`src/rtl/exe_pipe_ctrl.sv`:
```
// exe_pipe_ctrl: execute-stage sequencing controller for the RV32 core.
// Keeps a shadow copy of the EX, MEM and WB instructions. From that state it
// drives the ALU forwarding selects, load-use stalls, branch flushes and the
// multi-cycle hold of EX while a mul/div completes.
module exe_pipe_ctrl #(
   parameter int REG_ADDR_W = 5,
   parameter int LONG_LAT   = 4,
   parameter int CNT_W      = 3
) (
   input  logic                  clk,
   input  logic                  rst,
   input  logic                  id_valid,
   input  logic [REG_ADDR_W-1:0] id_rs1,
   input  logic [REG_ADDR_W-1:0] id_rs2,
   input  logic                  id_rs1_used,
   input  logic                  id_rs2_used,
   input  logic [REG_ADDR_W-1:0] id_rd,
   input  logic                  id_reg_write,
   input  logic                  id_mem_read,
   input  logic                  id_long_op,
   input  logic                  ex_branch_taken,
   output logic                  stall_if,
   output logic                  stall_id,
   output logic                  bubble_ex,
   output logic                  flush_id,
   output logic [1:0]            fwd_a,
   output logic [1:0]            fwd_b,
   output logic                  busy
);

   // A long op must stall for at least one extra cycle, and the countdown
   // register has to be able to hold LONG_LAT-1.
   if (LONG_LAT < 2) begin : g_bad_long_lat
      $error("exe_pipe_ctrl: LONG_LAT must be at least 2");
   end
   if (LONG_LAT > (2 ** CNT_W)) begin : g_bad_cnt_w
      $error("exe_pipe_ctrl: CNT_W too narrow for LONG_LAT-1");
   end

   localparam logic [0:0] ST_RUN  = 1'b0;
   localparam logic [0:0] ST_LONG = 1'b1;

   typedef struct packed {
      logic                  valid;
      logic [REG_ADDR_W-1:0] rs1;
      logic [REG_ADDR_W-1:0] rs2;
      logic                  rs1_used;
      logic                  rs2_used;
      logic [REG_ADDR_W-1:0] rd;
      logic                  we;
      logic                  load;
      logic                  long_op;
      logic                  done;
   } ex_slot_t;

   ex_slot_t              ex_q;
   ex_slot_t              id_slot;
   logic                  mem_valid;
   logic [REG_ADDR_W-1:0] mem_rd;
   logic                  mem_we;
   logic                  wb_valid;
   logic [REG_ADDR_W-1:0] wb_rd;
   logic                  wb_we;
   logic [0:0]            state_q;
   logic [CNT_W-1:0]      cnt_q;
   logic                  started_q;

   logic                  in_run;
   logic                  long_start;
   logic                  luh;
   logic                  mem_writing;
   logic                  wb_writing;

   // Package the ID inputs the way they will sit in the EX slot.
   always_comb begin
      id_slot          = '0;
      id_slot.valid    = id_valid;
      id_slot.rs1      = id_rs1;
      id_slot.rs2      = id_rs2;
      id_slot.rs1_used = id_rs1_used;
      id_slot.rs2_used = id_rs2_used;
      id_slot.rd       = id_rd;
      id_slot.we       = id_reg_write;
      id_slot.load     = id_mem_read;
      id_slot.long_op  = id_long_op;
      id_slot.done     = 1'b0;
   end

   // Hazard detection; x0 is never a real producer.
   always_comb begin
      in_run      = (state_q == ST_RUN);
      mem_writing = mem_valid & mem_we & (mem_rd != '0);
      wb_writing  = wb_valid & wb_we & (wb_rd != '0);
      long_start  = in_run & ex_q.valid & ex_q.long_op & ~ex_q.done;
      luh         = in_run & ex_q.valid & ex_q.load & (ex_q.rd != '0) & id_valid &
                    ((id_rs1_used & (id_rs1 == ex_q.rd)) |
                     (id_rs2_used & (id_rs2 == ex_q.rd)));
   end

   // Operand forwarding; the younger MEM result wins over WB.
   always_comb begin
      fwd_a = 2'b00;
      fwd_b = 2'b00;
      if (ex_q.rs1_used && mem_writing && (mem_rd == ex_q.rs1)) begin
         fwd_a = 2'b01;
      end else if (ex_q.rs1_used && wb_writing && (wb_rd == ex_q.rs1)) begin
         fwd_a = 2'b10;
      end
      if (ex_q.rs2_used && mem_writing && (mem_rd == ex_q.rs2)) begin
         fwd_b = 2'b01;
      end else if (ex_q.rs2_used && wb_writing && (wb_rd == ex_q.rs2)) begin
         fwd_b = 2'b10;
      end
   end

   // Pipeline enables; everything stays quiet in the first cycle after reset.
   always_comb begin
      stall_id  = started_q & (long_start | ~in_run);
      flush_id  = started_q & in_run & ~long_start & ex_branch_taken;
      bubble_ex = started_q & in_run & ~long_start & (luh | ex_branch_taken);
      stall_if  = stall_id | (started_q & luh & ~flush_id);
      busy      = ~in_run;
   end

   // Long-op FSM: count down the remaining EX occupancy, then release.
   always_ff @(posedge clk or negedge rst) begin
      if (!rst) begin
         state_q   <= ST_RUN;
         cnt_q     <= '0;
         started_q <= 1'b0;
      end else begin
         started_q <= 1'b1;
         if (state_q == ST_RUN) begin
            if (long_start) begin
               state_q <= ST_LONG;
               cnt_q   <= CNT_W'(LONG_LAT - 2);
            end
         end else if (cnt_q == '0) begin
            state_q <= ST_RUN;
         end else begin
            cnt_q <= cnt_q - 1'b1;
         end
      end
   end

   // Shadow pipeline advance; a held EX slot sends a bubble into MEM.
   always_ff @(posedge clk or negedge rst) begin
      if (!rst) begin
         ex_q      <= '0;
         mem_valid <= 1'b0;
         mem_rd    <= '0;
         mem_we    <= 1'b0;
         wb_valid  <= 1'b0;
         wb_rd     <= '0;
         wb_we     <= 1'b0;
      end else begin
         wb_valid <= mem_valid;
         wb_rd    <= mem_rd;
         wb_we    <= mem_we;
         if (stall_id) begin
            if (!in_run && (cnt_q == '0)) begin
               ex_q.done <= 1'b1;
            end
            mem_valid <= 1'b0;
            mem_rd    <= '0;
            mem_we    <= 1'b0;
         end else begin
            ex_q      <= bubble_ex ? '0 : id_slot;
            mem_valid <= ex_q.valid;
            mem_rd    <= ex_q.rd;
            mem_we    <= ex_q.we;
         end
      end
   end

endmodule

```
`config.mk`:
```
export PLATFORM = sky130hd
export DESIGN_NAME = exe_pipe_ctrl
export DESIGN_NICKNAME = d
export VERILOG_FILES = /design/src/rtl/exe_pipe_ctrl.sv
export SDC_FILE = /design/constraint.sdc
export NUM_CORES = 1
export LEC_CHECK = 0
export BUFFER_PORTS_ARGS = -buffer_cell sky130_fd_sc_hd__buf_2
export CORE_MARGIN = 2
export CORE_UTILIZATION = 45
export DETAILED_ROUTE_END_ITERATION = 6
export HOLD_SLACK_MARGIN = 0.02
export PLACE_DENSITY = 0.72
export RECOVER_POWER = 25
export SYNTH_ARGS = -nofsm -noshare
export SYNTH_HDL_FRONTEND = slang
export SYNTH_SLANG_ARGS = --single-unit
```
`constraint.sdc`:
```
create_clock -name clk -period 4.2 [get_ports clk]
set_clock_uncertainty 0.05 [all_clocks]
set_input_delay 0.63 -clock clk [delete_from_list [all_inputs] [get_ports clk]]
set_output_delay 0.63 -clock clk [all_outputs]
set_load 0.01 [all_outputs]
```
**After elaboration in Yosys (flattened, before gate mapping)**

Cells that the tools add are included.

- Flip-flop bits (word level): 41
- Bits of input ports: 24
- Output and inout port bits: 9
- Logic and storage cells: 87

- Add/subtract/negate cells: 1
- Eq/ne operators: 8
- Mux-type cells: 16
- Bitwise gates (word level): 28
- Reduce and logical (&&, ||, !) cells: 15

Operators with widths:

| kind | count |
|---|---|
| 5-bit == test | 6 |
| 22-bit two-way mux | 1 |
| 1-bit AND | 20 |
| 5-bit nonzero test | 3 |
| 1-bit logical AND | 9 |
| 3-bit two-way mux | 3 |
| 2-bit two-way mux | 4 |
| 1-bit two-way mux | 7 |
| 5-bit two-way mux | 1 |
| 1-bit NOT | 4 |
| 1-bit OR | 4 |
| 3-bit zero test | 1 |
| 3-bit by 1-bit subtractor with 3-bit output (second input constant) | 1 |
| 2-bit by 1-bit inequality test with 1-bit output (second input constant) | 1 |
| 2-bit inequality test (second input constant) | 1 |
| 2-bit AND reduction | 1 |
| 2-bit nonzero test | 1 |

**Depth between registers and ports, before layout**

Gate-level depths: netlist of run 1.

- Depth after elaboration: 10
- Gate-level depth with buffers: 6
- Depth with buffers taken out: 6

**Worst setup path after synthesis of run 1**

OpenSTA, ideal clock, no wires.

- Kind: reg-to-output
- Start: register mem_rd[1]
- End: output fwd_a[1]
- Arrival time: 1.456 ns
- Required time: 3.520 ns
- Path slack: 2.064 ns
- Stages on the path, launching flop included: 5
- Buffers on the path: 0
- Cells stage by stage: dfrtp_1 or4_1 o211ai_2 nor3_1 nor3_2

- Longest elaborated chain between the ends: 5
- Elaborated cells on any way between the ends: 6
- Those cells by class: eq/ne: 1; mux: 1; bitwise: 1; reduce/logical: 3

Ends and longest elaborated chain:

| what | line | text |
|---|---|---|
| start, declared | 59 | `logic [REG_ADDR_W-1:0] mem_rd;` |
| start signal, assigned | 170 | `mem_rd <= ex_q.rd;` |
| 5-bit nonzero test | 92 | `mem_writing = mem_valid & mem_we & (mem_rd != '0);` |
| 1-bit AND | 92 |  |
| 1-bit logical AND | 104 | `if (ex_q.rs1_used && mem_writing && (mem_rd == ex_q.rs1)) begin` |
| 1-bit logical AND (*) | 104 |  |
| 2-bit two-way mux (*) | 104 |  |
| end, declared | 26 | `output logic [1:0] fwd_a,` |

Every way passes the cells marked *; elsewhere a longest branch is shown, timed or not.

**Worst setup path after layout of run 1**

Ends and elaborated chain as after synthesis.

==> results of run 1 <==
final timing paths:
path                            cells after the start  slack, ns   endpoint
worst max-delay path                                5       1.64   fwd_a[1]
max in group asynchronous                           1       2.00   wb_rd[4]
worst min register to register                      0       0.35      wb_we
worst max register to register                      5       2.22   ex_q[20]
min in group asynchronous                           1       0.90  started_q
worst min-delay path                                0       0.35      wb_we
critical path: cells and delay by family, from the launching register on:
| family | cells | cell delay [ns] |
|---|---|---|
| compound gates | 1 | 0.18 |
| buf+inv | 1 | 0.14 |
| flops | 1 | 0.44 |
| simple gates | 3 | 0.83 |
cell type report:
class                   instances  area share, %
repair buffers                 33           7.71
well taps                      50           2.90
flip-flops and latches         41           47.5
inverters                       4          0.695
clock buffers                   7           4.46
clock inverters                 1          0.232
multi-input cells             104           36.5
registers in the layout (all words and copies together) (netlist names):
register / flops
mem_rd: 5
wb_rd: 5
ex_q: 22
wb_valid: 1
mem_we: 1
mem_valid: 1
busy: 1
cnt_q: 3
started_q: 1
wb_we: 1
cell usage after synthesis (2+ instances only):
cell,number
ha_1,2
buf_2,2
inv_1,4
nor2_1,2
nor4_1,2
dfrtp_1,41
nor3_2,2
a21oi_1,2
o22ai_1,2
nor3_1,3
nor2b_1,9
nand3_1,2
or4_1,2
xnor2_1,22
buf_6,2
nand4_1,5
nand2_1,8
a22o_1,21
xor2_1,8
kinds of logic (layout without fill, tap and decap cells):
family	count (synthesis)	in the layout	share of synthesized area [%]
fa+ha+maj	2	2	1.34
xor+xnor	30	30	14.1
flops	41	41	55.0
simple gates	37	37	11.3
other cells	1	1	0.201
compound gates	33	33	14.8
mux	1	1	0.537
buf+inv	9	45	2.75
metrics by stage:
step	std cells	utilization (%)	area, µm²	hold WS [ns]	setup WS (ns)
5_1_grt	240	54.0	2160	0.358	1.52
3_5_place_dp	232	51.5	2060	0.334	1.88
3_3_place_gp	232	51.5	2060	0.333	1.88
4_1_cts	240	54.0	2160	0.351	1.61
2_1_floorplan	154	-	1870	0.284	2.06
6_report	240	54.0	2160	0.348	1.64
power by group through the flow:
stage / Sequential [mW] / Clock [mW] / Combinational (mW)
floorplan: 0.584 / 0 / 0.277
CTS: 0.606 / 0.283 / 0.351
finish: 0.608 / 0.276 / 0.349
global route: 0.623 / 0.297 / 0.390
global placement: 0.607 / 0 / 0.337
detailed placement: 0.615 / 0 / 0.348
per-layer routing:
layer	vias to the layer above	track usage, %
li1	614	-
met1	631	25.3
met2	34	26.3
met3	6	4.61
met4	0	8.25
met5	-	0
==> flow_summary.yaml, run 1 <==
status:
  status: "finished with violations"
  violations: "capacitance limit, slew limit"
global_route:
  antenna_found_initial: 0
  grt_pass1_wl_um: 6030
  grt_max_degree: 42
  grt_usage_pct: 18.1
  grt_pass1_vias: 1248
  grt_overflow: 0
min_path:
  hold_class: "register to register"
  hold_path_startpoint: "mem_we"
synthesis:
  synth-seq-area-share_pct: 55.0
  synthTopCellsByArea: "dfrtp_1 55%, xnor2_1 10%, a22o_1 9.9%"
  synth_area_per_cell_um2: 12.1
  synthFlopType: "dfrtp_1"
  synthArstFlopShare_pct: 100
  syn_inst: 154
  synth_edf_count: 0
  synth.top_cell.area_share_pct: 55.0
  ys_seq_elements: 41
  synthesis.nets: 180
  yosysWarnings: 0
  synth_area_um2: 1870
  synth_top_cell_by_area: "dfrtp_1"
  synth.distinct_cells: 32
timing:
  relSlewSlack_pct: -41.0
  setup_viol: 0
  fin_crit_sh_pct: 61.0
  hold_violations: 0
  rsz0062_at_grt: "false"
  tightestPinTransition_ns: 2.11
  fmax_mhz: 390
  setup_tns_ns: 0
  slew_violations: 42
  fin_crit_ns: 2.56
pwr:
  p_comb_share_pct: 28.3
  pwr_density_cell_nw_per_um2: 571
  power.internal_mw: 0.825
  p_sw_mw: 0.407
  seqPwrFrac_pct: 49.3
  power_mw: 1.23
  cellLeakagePower_nw: 1.03
  pwr-share-clk_pct: 22.4
  ir_drop_uv: 359
  sw_frac_of_total_pct: 33.0
clock_network:
  cts_inserted_buffers: 5
  ctsHoldBuffers: 0
  clk_pin_slew_worst_paths_ns: 0.07
  htree_num_levels: 2
  postCtsSetupBuffers: 0
  cts_root_buffer: "clkbuf_8"
  cts_tree: "built"
  clockBufferDepth: 2
  clock_sinks: 41
  cts-resized-gates: 0
  clk_latency_ns: 0.29
floorplanning:
  dieArea_um2: 4680
  core-area_um2: 4000
  fp.dieH_um: 68.4
  ios: 33
  die_w_um: 68.4
  initial_core_util_pct: 46.6
  core.rowCount: 23
final_layout:
  diodes: 0
  multi_input_area_um2: 788
  drive_gt1_share_pct: 23.2
  layout_commonest_cell: "dfrtp_1"
  final_cell_mix: "41 x dfrtp_1, 31 x buf_2, 22 x xnor2_1"
  final_nets: 215
  regArea_um2: 1030
  syn2layout_area_growth_pct: 15.8
  fill_cells: 362
drt:
  drt_iter0_drc: 63
  routed-wl-met3_um: 195
  vias_per_cell: 5.35
  wl_per_cell_um: 15.4
  firstDrtPassIters: 4
  met2_wirelength_um: 1750
  vias: 1285
  top_layer: "met4"
  ant_nets: 0
  totalWireLength_um: 3700
  wl_met1_um: 1690
  drcViolationCount: 0
setup_path:
  end_kind: "primary output"
  crit_slowest_cell: "or4_1"
  critPathMaxStageDelay_ns: 0.56
  crit_fanout: 4
  worst_ep_arrival_time_ns: 1.88
  required_ns: 3.52
  crit_type: "register to primary output"
  cp-startpoint: "mem_rd[1]"
  cp-start-kind: "register"
  path_cells: "or4_1 -> o211ai_2 -> nor3_1 -> nor3_2 -> buf_2"
  worstReg2RegStart: "ex_q[8]"
placement:
  dp_hpwl_um: 2730
  io_buffer_count: 32
  place_congestion: 0.905
job:
  drv_cap: 1
No activity file was read; power rests on OpenSTA's default activity.
==> inputs of run 2 (changes only) <==
--- a/config.mk
+++ b/config.mk
@@ -5,12 +5,13 @@
 export SDC_FILE = /design/constraint.sdc
 export NUM_CORES = 1
 export LEC_CHECK = 0
+export ABC_AREA = 1
 export BUFFER_PORTS_ARGS = -buffer_cell sky130_fd_sc_hd__buf_2
 export CORE_MARGIN = 2
 export CORE_UTILIZATION = 45
 export DETAILED_ROUTE_END_ITERATION = 6
 export HOLD_SLACK_MARGIN = 0.02
-export PLACE_DENSITY = 0.72
+export PLACE_DENSITY = 0.74
 export RECOVER_POWER = 25
 export SYNTH_ARGS = -nofsm -noshare
 export SYNTH_HDL_FRONTEND = slang
==> constraint.sdc (replaced) <==
create_clock -name clk -period 2.2 [get_ports clk]
set_clock_uncertainty 0.05 [all_clocks]
set_input_delay 0.33 -clock clk [delete_from_list [all_inputs] [get_ports clk]]
set_output_delay 0.33 -clock clk [all_outputs]
set_load 0.01 [all_outputs]
==> run 2 against run 1 <==
  * Critical endpoint is now stall_if
  * The run now ends clean
  * Routed wire length increased by 31%
  * Combinational power increased to 3.2 times the previous value
  * Highest routed layer unchanged
  * Design area increased by 24%
  * Synthesized cell count increased by 97%
  * Global-route usage increased by 1.8 points
==> flow_summary.yaml, run 2 <==
status:
  status: "finished, final reports clean"
setup_path:
  required_ns: 1.82
  crit_slowest_cell: "dfrtp_1"
  cp-start-kind: "register"
  crit_fanout: 10
  critPathMaxStageDelay_ns: 0.42
  end_kind: "primary output"
  path_buf_inv: 3
  worst_ep_arrival_time_ns: 1.70
  cpLargestDelayFamily: "simple AND/OR/NAND/NOR gates"
  path_cells: "inv_2 -> nand4_2 -> nand2_1 -> nor2_4 -> nand2_2 -> inv_2 -> o21ai_1 -> buf_2"
  crit_top_cell: "inv_2"
  crit_type: "register to primary output"
pwr:
  ir_drop_uv: 640
  cellLeakagePower_nw: 1.49
  pwr_density_cell_nw_per_um2: 1130
  power_mw: 3.03
floorplanning:
  ios: 33
  core.rowCount: 26
  dieArea_um2: 5750
  core-area_um2: 5040
  initial_core_util_pct: 46.1
  fp.dieH_um: 75.8
  die_w_um: 75.8
global_route:
  grt_overflow: 0
  grt_usage_pct: 19.9
  grt_max_degree: 42
  grt_pass1_vias: 1883
  grt_pass1_wl_um: 8490
  antenna_found_initial: 0
clock_network:
  cts_root_buffer: "clkbuf_8"
  clock_sinks: 41
  cts-resized-gates: 0
  cts_inserted_buffers: 5
  htree_num_levels: 2
  cts_tree: "built"
  postCtsSetupBuffers: 0
  clk_pin_slew_worst_paths_ns: 0.08
  clk_latency_ns: 0.29
  ctsHoldBuffers: 0
  clockBufferDepth: 2
synthesis:
  synth_edf_count: 0
  synthArstFlopShare_pct: 100
  synth_area_um2: 2320
  yosysMostFrequentCell: "nand2_1"
  syn_inst: 303
  synthTopCellsByArea: "dfrtp_1 44%, nand2_1 14%, nand3_2 8.2%"
  synth.distinct_cells: 27
  synth_area_per_cell_um2: 7.66
  netlist_top_cells_count: "86 x nand2_1, 48 x nor2_1, 41 x dfrtp_1"
  synth.top_cell.area_share_pct: 44.2
  yosysWarnings: 0
  synthFlopType: "dfrtp_1"
  synthesis.nets: 329
  ys_seq_elements: 41
  synth-seq-area-share_pct: 44.2
  synth_top_cell_by_area: "dfrtp_1"
final_layout:
  drive_gt1_share_pct: 23.8
  largest_register_ffs: 22
  layout_commonest_cell: "nand2_1"
  top_regs: "ex_q x22, mem_rd x5, wb_rd x5"
  final_cell_area_um2: 2680
  final_nets: 365
  syn2layout_area_growth_pct: 15.3
  top_register: "ex_q"
  fill_cells: 489
  diodes: 0
  final_cell_mix: "86 x nand2_1, 48 x nor2_1, 41 x dfrtp_1"
drt:
  wl_per_cell_um: 11.8
  totalWireLength_um: 4840
  drt_iter0_drc: 78
  firstDrtPassIters: 4
  drcViolationCount: 0
  vias: 1914
  vias_per_cell: 4.67
  ant_nets: 0
timing:
  fmax_mhz: 481
  hold_violations: 0
  fin_crit_sh_pct: 94.6
  fin_crit_ns: 2.08
  relSlewSlack_pct: 34.3
  slew_violations: 0
  tightestPinTransition_ns: 0.986
  setup_tns_ns: 0
  rsz0062_at_grt: "false"
  setup_viol: 0
placement:
  place_area_um2: 2560
  place_congestion: 0.909
  dp_hpwl_um: 3740
  io_buffer_count: 32
job:
  drv_cap: 0
min_path:
  hold_class: "input port to asynchronous set/reset pin"
-- run 2: cell count changes in the layout (fill, tap and decap cells not counted), sizes merged, moves of 9 or more --
cell and change:
nand3 +30, nand2 +80, xnor2 -15, nor2 +47
nor2b -9, a22o -21, inv +42
-- run 2: where the power goes --
group	total [mW]	leakage, nW	switching [mW]	internal [mW]
logic	1.11	0.930	0.657	0.456
clock network	0.631	0.0574	0.262	0.369
registers	1.29	0.505	0.266	1.02
total	3.03	1.49	1.19	1.85
-- run 2: area by class of cell --
cell class | count | area (µm²) | share of cell area (%)
well taps | 70 | 87.6 | 3.27
repair buffers | 38 | 203 | 7.57
inverters | 47 | 176 | 6.59
multi-input cells | 206 | 1060 | 39.8
clock buffers | 6 | 82.6 | 3.08
flip-flops and latches | 41 | 1030 | 38.3
clock inverters | 2 | 37.5 | 1.40
-- run 2: cell families after synthesis --
kind of cell    Yosys count  share of synthesized area (%)
simple gates            179                           37.0
fa+ha+maj                 2                           1.08
compound gates           13                           3.13
other cells               1                          0.161
buf+inv                  56                           10.3
xor+xnor                 11                           4.15
flops                    41                           44.2
-- run 2: per-stage QoR --
| stage | utilization [%] | hold WS (ns) | worst slack (ns) | std cells |
|---|---|---|---|---|
| after floorplan | - | -0.0156 | 0.615 | 303 |
| after global placement | 50.8 | 0.314 | 0.484 | 402 |
| after detailed placement | 50.8 | 0.317 | 0.432 | 402 |
| after CTS | 53.2 | 0.0532 | 0.0990 | 410 |
| after global routing | 53.1 | 0.309 | 0.000758 | 410 |
| final | 53.1 | 0.216 | 0.119 | 410 |
-- run 2: routing by layer --
layer,GRT usage [%],wire length (µm),vias to the layer above
li1,-,-,994
met1,25.8,2240,880
met2,32.8,2340,28
met3,3.97,135,12
met4,7.41,118,0
met5,0,0,-
-- run 2: final timing paths --
path | start | cells past startpoint | slack, ns | endpoint
hold / removal | rst | 2 | 0.22 | ex_q[18]
setup reg to reg | ex_q[6] | 10 | 0.52 | ex_q[19]
setup / recovery | busy | 8 | 0.12 | stall_if
max in group asynchronous | rst | 2 | 1.27 | ex_q[0]
hold reg to reg | mem_valid | 0 | 0.33 | wb_valid
min in group clk | id_mem_read | 5 | 0.29 | ex_q[2]
==> inputs of run 3 (changes only) <==
--- a/config.mk
+++ b/config.mk
@@ -11,6 +11,7 @@
 export CORE_UTILIZATION = 45
 export DETAILED_ROUTE_END_ITERATION = 6
 export HOLD_SLACK_MARGIN = 0.02
+export MAX_ROUTING_LAYER = met4
 export PLACE_DENSITY = 0.74
 export RECOVER_POWER = 25
 export SYNTH_ARGS = -nofsm -noshare
==> run 3 against run 2 <==
  * First-iteration DRC count is 58% higher
  * Final cell count is 0.73% lower
  * Flip-flop and latch count stayed put
  * Clock-buffer cell count is 1 lower
  * Critical endpoint unchanged
  * Largest cell class unchanged
  * Highest routed layer unchanged
==> flow_summary.yaml, run 3 (same netlist as run 2, synthesis figures left out) <==
pwr:
  seqPwrFrac_pct: 45.2
  power.internal_mw: 1.70
  sw_frac_of_total_pct: 40.7
  p_sw_mw: 1.17
  pwr_density_cell_nw_per_um2: 1080
  pwr-share-clk_pct: 15.6
  p_comb_share_pct: 39.1
  ir_drop_uv: 565
  cellLeakagePower_nw: 1.48
global_route:
  grt_pass1_vias: 1867
  antenna_found_initial: 0
  grt_pass1_wl_um: 8190
  grt_usage_pct: 19.6
  grt_overflow: 0
  grt_max_degree: 42
drt:
  vias: 1894
  drt_iter0_drc: 123
  firstDrtPassIters: 4
  ant_nets: 0
  vias_per_cell: 4.65
  wl_per_cell_um: 11.8
  drcViolationCount: 0
  totalWireLength_um: 4780
clock_network:
  clockBufferDepth: 2
  htree_num_levels: 2
  cts_inserted_buffers: 5
  cts_root_buffer: "clkbuf_8"
  clk_pin_slew_worst_paths_ns: 0.07
  clock_sinks: 41
  cts_tree: "built"
  clk_latency_ns: 0.29
final_layout:
  diodes: 0
  fin_util_pct: 52.4
  top_register: "ex_q"
  syn2layout_area_growth_pct: 13.7
  drive_gt1_share_pct: 23.1
  final_cell_mix: "86 x nand2_1, 48 x nor2_1, 41 x dfrtp_1"
  layout_commonest_cell: "nand2_1"
  final_nets: 364
  largest_register_ffs: 22
  top_regs: "ex_q x22, mem_rd x5, wb_rd x5"
setup_path:
  required_ns: 1.82
  crit_type: "register to primary output"
  cp-start-kind: "register"
  crit_fanout: 11
  end_kind: "primary output"
  worst_ep_arrival_time_ns: 1.63
floorplanning:
  ios: 33
  dieArea_um2: 5750
  die_w_um: 75.8
  fp.dieH_um: 75.8
  core.rowCount: 26
  initial_core_util_pct: 46.1
  core-area_um2: 5040
placement:
  io_buffer_count: 32
  dp_hpwl_um: 3650
  place_congestion: 0.883
timing:
  fmax_mhz: 496
  setup_viol: 0
  hold_violations: 0
  fin_crit_ns: 2.01
  setup_tns_ns: 0
  rsz0062_at_grt: "false"
  slew_violations: 0
  tightestPinTransition_ns: 0.996
  fin_crit_sh_pct: 91.6
  relSlewSlack_pct: 33.6
min_path:
  hold_class: "input port to asynchronous set/reset pin"
job:
  drv_cap: 0
status:
  status: "finished, final reports clean"
==> run 3: power by group through the flow <==
stage	logic, mW	clock network [mW]	registers (mW)
after global routing	1.29	0.489	1.34
after CTS	1.13	0.461	1.30
after detailed placement	1.13	0	1.31
after floorplan	0.871	0	1.24
after global placement	1.11	0	1.30
final	1.12	0.448	1.29
==> run 3: layer usage <==
metal / vias to the layer above / part of all wire [%] / GRT usage, %
met5: - / 0 / -
met4: 0 / 1.5 / 6.63
met3: 8 / 3.6 / 4.37
met2: 34 / 48 / 31.3
met1: 861 / 46 / 24.6
li1: 991 / - / -
==> run 3: through the flow <==
step                setup slack (ns)  std cells  hold WS (ns)  instance area, µm²  total power [mW]
CTS                            0.114        407        0.0660                2640              2.89
detailed placement             0.453        401         0.314                2560              2.44
global route                  0.0697        407         0.319                2640              3.12
floorplan                      0.615        303       -0.0156                2320              2.11
global placement               0.494        401         0.314                2560              2.40
finish                         0.185        407         0.235                2640              2.86
==> run 3: final timing paths <==
path	from	endpoint	slack, ns	cells after the start
min reg2reg	mem_we	wb_we	0.33	0
min in group clk	id_mem_read	ex_q[2]	0.30	5
min	rst	ex_q[18]	0.24	2
max	busy	stall_if	0.19	6
max in group asynchronous	rst	ex_q[6]	1.25	2
max reg2reg	busy	ex_q[18]	0.55	7
==> run 3: cell type report <==
cell class,instances,area [µm²]
Fill cell,496,2400
Multi-Input combinational cell,206,1070
Clock buffer,5,68.8
Inverter,47,176
Sequential cell,41,1030
Tap cell,70,87.6
Timing Repair Buffer,37,208
Clock inverter,1,5.00
==> run 3: repair_timing <==
| item | CTS | global route |
|---|---|---|
| buffers inserted | 0 | 0 |
| resized for setup | 0 | 1 |
| hold buffers | 0 | 0 |
| endpoints found under the setup margin | 0 | 1 |
==> run 3: critical path, cell delays in order (launching register included) <==
cell and delay, ns:
dfrtp_1 0.43, inv_2 0.13, nand4_2 0.14, a21oi_4 0.36
inv_2 0.08, o21ai_1 0.08, buf_2 0.14
